===== src/rtl/cyclic_encoder_stream_pkg.sv =====
// Shared FSM state type and named generator polynomials
// for the serial systematic cyclic encoder.
package cyclic_pkg;

  typedef enum logic [1:0] {
    IDLE   = 2'd0,
    DATA   = 2'd1,
    PARITY = 2'd2
  } state_e;

  localparam logic [4:0] POLY_X4_X_1 = 5'b10011;
  localparam logic [3:0] POLY_X3_X_1 = 4'b1011;

endpackage


===== src/rtl/cyclic_encoder_stream_if.sv =====
// Serial in/out valid-ready bundle for the cyclic encoder.
// The encoder takes the slave side, its driver the master side.
interface cyclic_encoder_stream_if;

  logic in_valid;
  logic in_bit;
  logic in_ready;
  logic out_valid;
  logic out_bit;
  logic out_sop;
  logic out_eop;
  logic out_ready;

  modport slave (
    input  in_valid, in_bit, out_ready,
    output in_ready, out_valid, out_bit,
    output out_sop, out_eop
  );

  modport master (
    output in_valid, in_bit, out_ready,
    input  in_ready, out_valid, out_bit,
    input  out_sop, out_eop
  );

endinterface


===== src/rtl/cyclic_encoder_stream_lfsr.sv =====
// Division remainder register: divides by GEN_POLY while gated,
// plain zero-fill shift otherwise so parity bits can be read out.
module cyclic_lfsr #(
  parameter int         R        = 4,
  parameter logic [R:0] GEN_POLY = 5'b10011
) (
  input  logic clk,
  input  logic rst,
  input  logic en,
  input  logic shift_in,
  input  logic gate,
  input  logic clear,
  output logic msb
);

  logic [R-1:0] lfsr_q;
  logic [R-1:0] lfsr_d;
  logic [R-1:0] shifted;
  logic         fb;

  always_comb begin
    fb      = gate & (shift_in ^ lfsr_q[R-1]);
    shifted = lfsr_q << 1;
    lfsr_d  = shifted ^ (fb ? GEN_POLY[R-1:0] : '0);
  end

  always_ff @(posedge clk or posedge rst) begin
    if (rst) begin
      lfsr_q <= '0;
    end else if (clear) begin
      lfsr_q <= '0;
    end else if (en) begin
      lfsr_q <= lfsr_d;
    end
  end

  assign msb = lfsr_q[R-1];

endmodule


===== src/rtl/cyclic_encoder_stream.sv =====
// Serial systematic (N,K) cyclic encoder: K data bits pass
// through, then N-K parity bits, behind one output register.
module cyclic_encoder_stream
  import cyclic_pkg::*;
#(
  parameter int             N        = 15,
  parameter int             K        = 11,
  parameter logic [N-K:0]   GEN_POLY = POLY_X4_X_1
) (
  input  logic                    clk,
  input  logic                    rst,
  input  logic                    enable,
  cyclic_encoder_stream_if.slave  io
);

  localparam int R  = N - K;
  localparam int CW = $clog2(N);

  if (N <= K) begin : g_chk_nk
    $error("N must exceed K");
  end
  if (K <= 0) begin : g_chk_k
    $error("K must be positive");
  end
  if (!GEN_POLY[0] || !GEN_POLY[N-K]) begin : g_chk_poly
    $error("GEN_POLY end bits must be 1");
  end

  state_e          state_q, state_d;
  logic [CW-1:0]   cnt_q, cnt_d;
  logic            out_valid_q, out_valid_d;
  logic            out_bit_q, out_bit_d;
  logic            sop_q, sop_d;
  logic            eop_q, eop_d;
  logic            free, in_xfer, par_step;
  logic            last_data, last_par;
  logic            lfsr_msb;

  always_ff @(posedge clk or posedge rst) begin
    if (rst) begin
      state_q <= IDLE;
      cnt_q   <= '0;
    end else begin
      state_q <= state_d;
      cnt_q   <= cnt_d;
    end
  end

  always_comb begin
    state_d = state_q;
    cnt_d   = cnt_q;
    unique case (1'b1)
      in_xfer: begin
        cnt_d   = (state_q == IDLE) ? CW'(1)
                                    : cnt_q + 1'b1;
        state_d = last_data ? PARITY : DATA;
      end
      par_step: begin
        cnt_d   = last_par ? '0 : cnt_q + 1'b1;
        state_d = last_par ? IDLE : PARITY;
      end
      default: ;
    endcase
  end

  // Stall gating: nothing advances unless the output slot frees up.
  always_comb begin
    free        = !out_valid_q || io.out_ready;
    io.in_ready = enable && (state_q != PARITY) && free;
    in_xfer     = io.in_valid && io.in_ready;
    par_step    = enable && (state_q == PARITY) && free;
    last_data   = (state_q == IDLE) ? (K == 1)
                                    : (cnt_q == CW'(K - 1));
    last_par    = (cnt_q == CW'(N - 1));
  end

  always_comb begin
    out_valid_d = out_valid_q;
    out_bit_d   = out_bit_q;
    sop_d       = sop_q;
    eop_d       = eop_q;
    if (enable && free) begin
      out_valid_d = in_xfer || par_step;
      sop_d       = 1'b0;
      eop_d       = 1'b0;
      if (in_xfer) begin
        out_bit_d = io.in_bit;
        sop_d     = (state_q == IDLE);
      end else if (par_step) begin
        out_bit_d = lfsr_msb;
        eop_d     = last_par;
      end
    end
  end

  always_ff @(posedge clk or posedge rst) begin
    if (rst) begin
      out_valid_q <= 1'b0;
      out_bit_q   <= 1'b0;
      sop_q       <= 1'b0;
      eop_q       <= 1'b0;
    end else begin
      out_valid_q <= out_valid_d;
      out_bit_q   <= out_bit_d;
      sop_q       <= sop_d;
      eop_q       <= eop_d;
    end
  end

  assign io.out_valid = out_valid_q;
  assign io.out_bit   = out_bit_q;
  assign io.out_sop   = sop_q;
  assign io.out_eop   = eop_q;

  cyclic_lfsr #(
    .R        (R),
    .GEN_POLY (GEN_POLY)
  ) u_lfsr (
    .clk      (clk),
    .rst      (rst),
    .en       (in_xfer || par_step),
    .shift_in (io.in_bit),
    .gate     (in_xfer),
    .clear    (par_step && last_par),
    .msb      (lfsr_msb)
  );

endmodule


===== src/flat_wrapper.sv =====
// flat-port wrapper written by rule: the top's interface ports become plain ports
module cyclic_encoder_stream_flat import cyclic_pkg::*;
#(
  parameter int             N        = 15,
  parameter int             K        = 11,
  parameter logic [N-K:0]   GEN_POLY = POLY_X4_X_1
)
  (clk, rst, enable, io_in_valid, io_in_bit, io_out_ready, io_in_ready, io_out_valid, io_out_bit, io_out_sop, io_out_eop);
  cyclic_encoder_stream_if io_i ();
  input  logic clk;
  input  logic rst;
  input  logic enable;
  input wire logic [$bits(io_i.in_valid)-1:0] io_in_valid;
  input wire logic [$bits(io_i.in_bit)-1:0] io_in_bit;
  input wire logic [$bits(io_i.out_ready)-1:0] io_out_ready;
  output wire logic [$bits(io_i.in_ready)-1:0] io_in_ready;
  output wire logic [$bits(io_i.out_valid)-1:0] io_out_valid;
  output wire logic [$bits(io_i.out_bit)-1:0] io_out_bit;
  output wire logic [$bits(io_i.out_sop)-1:0] io_out_sop;
  output wire logic [$bits(io_i.out_eop)-1:0] io_out_eop;
  assign io_i.in_valid = io_in_valid;
  assign io_i.in_bit = io_in_bit;
  assign io_i.out_ready = io_out_ready;
  assign io_in_ready = io_i.in_ready;
  assign io_out_valid = io_i.out_valid;
  assign io_out_bit = io_i.out_bit;
  assign io_out_sop = io_i.out_sop;
  assign io_out_eop = io_i.out_eop;
  cyclic_encoder_stream #(.N(N), .K(K), .GEN_POLY(GEN_POLY)) u_core (.clk(clk), .rst(rst), .enable(enable), .io(io_i));
endmodule

===== config.mk =====
export PLATFORM = sky130hd
export DESIGN_NAME = cyclic_encoder_stream_flat
export DESIGN_NICKNAME = d
export VERILOG_FILES = /design/src/rtl/cyclic_encoder_stream_pkg.sv /design/src/rtl/cyclic_encoder_stream_if.sv /design/src/rtl/cyclic_encoder_stream_lfsr.sv /design/src/rtl/cyclic_encoder_stream.sv /design/src/flat_wrapper.sv
export SDC_FILE = /design/constraint.sdc
export NUM_CORES = 1
export LEC_CHECK = 0
export CAP_MARGIN = 10
export CORE_AREA = 8 8 54 56
export CTS_BUF_LIST = sky130_fd_sc_hd__clkbuf_4
export DETAILED_ROUTE_END_ITERATION = 8
export DIE_AREA = 0 0 62 64
export GPL_ROUTABILITY_DRIVEN = 0
export PLACE_DENSITY = 0.62
export SLEW_MARGIN = 20
export SYNTH_ARGS = -nofsm -noshare
export SYNTH_HDL_FRONTEND = slang
export SYNTH_HIERARCHICAL = 1
export SYNTH_SLANG_ARGS = --single-unit

===== constraint.sdc =====
create_clock -name clk -period 1.9 [get_ports clk]
set_input_delay 0.57 -clock clk [delete_from_list [all_inputs] [get_ports clk]]
set_output_delay 0.57 -clock clk [all_outputs]
set_load 0.005 [all_outputs]

==> impl_metrics.py <==
metrics = {
    "timing": {
        "drv_slew": 0,
        "hold_slack_ns": 0.490,
        "fin_skew_ns": 0.000492,
        "finalCritPeriodShare_pct": 95.6,
        "final.min_clock_period_ns": 1.82,
        "finalHoldViolations": 0,
        "setup_viol": 0,
        "tightest_slew_ns": 0.395,
        "timing.fmax_mhz": 551,
        "worst_slack_ns": 0.0837,
        "rsz0062_at_grt": "false",
        "slew_headroom_pct": 73.6,
    },
    "worst_setup_path": {
        "reg2reg_depth": 7,
        "r2r_slack_ns": 0.39,
        "crit_end": "io_out_valid",
        "crit_required_ns": 1.33,
        "cpLargestDelayFamily": "buffers and inverters",
        "r2r_start": "u_core/io.out_valid$_DFFE_PP0P_",
        "crit_arrival_ns": 1.25,
        "crit_cells": 1,
        "startpoint": "u_core/io.out_valid$_DFFE_PP0P_",
        "end_kind": "output port",
        "cpPeakStageDelay_ns": 0.54,
        "crit_fanout": 4,
        "startpoint_type": "flop",
        "crit_slowest_cell": "clkdlybuf4s50_1",
        "crit_path_cell_trace": "clkdlybuf4s50_1",
        "rr_endpoint": "u_core/u_lfsr/lfsr_q[1]$_DFFE_PP0P_",
        "cp_num_buf_inv": 1,
        "crit_type": "reg -> out",
    },
    "cts": {
        "insertion_delay_ns": 0.28,
        "cts_root_buf": "clkbuf_4",
        "cts_max_path_buffers": 2,
        "cts_buffers": 3,
        "cts_sinks": 14,
        "postCtsHoldBufs": 0,
        "path_clk_slew_ns": 0.08,
        "cts_max_level": 1,
        "cts_tree": "built",
    },
    "finish": {
        "final_layout_size_suffix_gt1_share_pct": 27.0,
        "area_delta_synth_final_pct": 29.1,
        "layout_common_cells": "14 x dfrtp_1, 10 x nand2_1, 10 x buf_4",
        "antenna_cells": 0,
        "final_area_mm2": 0.00103,
        "final_nets": 110,
        "final_common_cell": "dfrtp_1",
        "num-fill-cells": 198,
        "final_cells": 128,
    },
    "place": {
        "hpwl_mm": 1.37,
        "place_ws_ns": -0.542,
        "post_dp_cell_area_um2": 995,
        "post-place-cells": 124,
        "io_buffers": 10,
    },
    "yosys": {
        "ys_types": 34,
        "ys_warn_count": 6,
        "synthesis.area_um2": 796,
        "synth_area_per_cell_um2": 10.2,
        "synthCells": 78,
        "synth-seq-cells": 14,
        "syn-num-nets": 86,
        "synth_edf_count": 0,
        "seq_area_frac_synth_pct": 44.0,
        "async_flop_share_pct": 100,
        "synth_ff_type": "dfrtp_1",
    },
    "outcome": {
        "status": "finished clean",
    },
    "job": {
        "maxCapViolCount": 0,
    },
    "pwr": {
        "ir_drop_mv": 0.551,
        "power_density_mw_per_mm2": 997,
        "p_leak_nw": 0.477,
    },
    "global_route": {
        "grt_pass1_wl_mm": 3.10,
        "grt_pass1_vias": 690,
        "grt_max_degree": 11,
        "track_usage_pct": 10.3,
        "overflow": 0,
        "antenna_found_initial": 0,
    },
    "min_path": {
        "hold_class": "reg -> reg",
    },
    "floorplan": {
        "io_pins": 11,
        "die_w_um": 62,
        "dieArea_mm2": 0.00397,
        "die_h_um": 64,
        "initial_core_util_pct": 37.8,
        "core_mm2": 0.00211,
        "num_rows": 17,
    },
    "routing": {
        "ant_nets": 0,
        "avgViaCountPerCell": 5.04,
        "drcViolationCount": 0,
        "drtIter0Drc": 18,
        "num_vias": 645,
        "wl_per_cell_um": 13.5,
        "first_pass_iters": 4,
        "wl_mm": 1.73,
    },
}
[where the power goes]
part	total (mW)	switching, mW	internal (mW)
sequential	0.465	0.0808	0.384
combinational	0.392	0.196	0.196
clock	0.167	0.0938	0.0735
total	1.02	0.371	0.653
[cell families after synthesis]
logic type / count (synthesis) / share of synthesized area, %
multiplexers: 2 / 2.52
adder cells (fa/ha/maj): 2 / 3.14
XOR/XNOR: 1 / 1.10
AO/OA/AOI/OAI: 19 / 21.4
buffers and inverters: 6 / 3.14
AND/OR/NAND/NOR: 34 / 24.7
flip-flops: 14 / 44.0
[layout make-up]
type,count,area (um^2),share of cell area (%)
multi-input combinational,58,430,41.9
clock buffer,3,22.5,2.19
sequential,14,350,34.1
inverter,5,21.3,2.07
tap,28,35.0,3.41
timing repair buffer,20,168,16.3
[through the flow]
stage | TNS (ns) | utilization [%] | power, mW
CTS | 0 | 48.8 | 1.04
detailed placement | -1.18 | 47.2 | 0.862
floorplan | 0 | - | 0.725
global placement | -1.13 | 47.2 | 0.844
finish | 0 | 48.8 | 1.02
global route | 0 | 48.8 | 1.10
[state kept, by name, indices dropped and copies added (netlist names)]
signal and count:
u_core/io.out_sop 1, u_core/io.out_eop 1, u_core/state_q 2, u_core/io.out_valid 1, u_core/io.out_bit 1, u_core/u_lfsr/lfsr_q 4
u_core/cnt_q 4
[layer usage]
layer,track usage (%),up-vias,share of wire (%)
met3,1.80,4,3.6
li1,-,318,-
met4,6.84,0,2.4
met5,0,-,0
met1,13.8,309,48
met2,14.4,14,45
[worst min-delay path by stage]
stage | startpoint | endpoint | slack (ns) | cells after the start
6_report | u_core/io.out_eop$_DFFE_PP0P_ | u_core/io.out_eop$_DFFE_PP0P_ | 0.49 | 1
4_1_cts | u_core/io.out_eop$_DFFE_PP0P_ | u_core/io.out_eop$_DFFE_PP0P_ | 0.50 | 1
3_3_place_gp | u_core/io.out_eop$_DFFE_PP0P_ | u_core/io.out_eop$_DFFE_PP0P_ | 0.46 | 1
2_1_floorplan | rst | u_core/u_lfsr/lfsr_q[0]$_DFFE_PP0P_ | 0.34 | 1
5_1_grt | u_core/io.out_eop$_DFFE_PP0P_ | u_core/io.out_eop$_DFFE_PP0P_ | 0.51 | 1
3_5_place_dp | u_core/io.out_eop$_DFFE_PP0P_ | u_core/io.out_eop$_DFFE_PP0P_ | 0.47 | 1
[Yosys cell counts (2+ instances only)]
master,count,share of area [%]
a21oi_1,3,1.9
dfrtp_1,14,44
inv_1,4,1.9
nor2_1,6,2.8
nand3_1,5,3.1
nand2b_1,2,1.6
o21ai_0,5,3.1
nand2_1,11,5.2
mux2i_1,2,2.5
ha_1,2,3.1
[what timing repair did]
| item | in CTS | in global routing |
|---|---|---|
| buffers inserted | 1 | 0 |
| setup endpoints to repair | 1 | 0 |
| resized for setup | 8 | 0 |
Power figures use the tool's default switching activity.
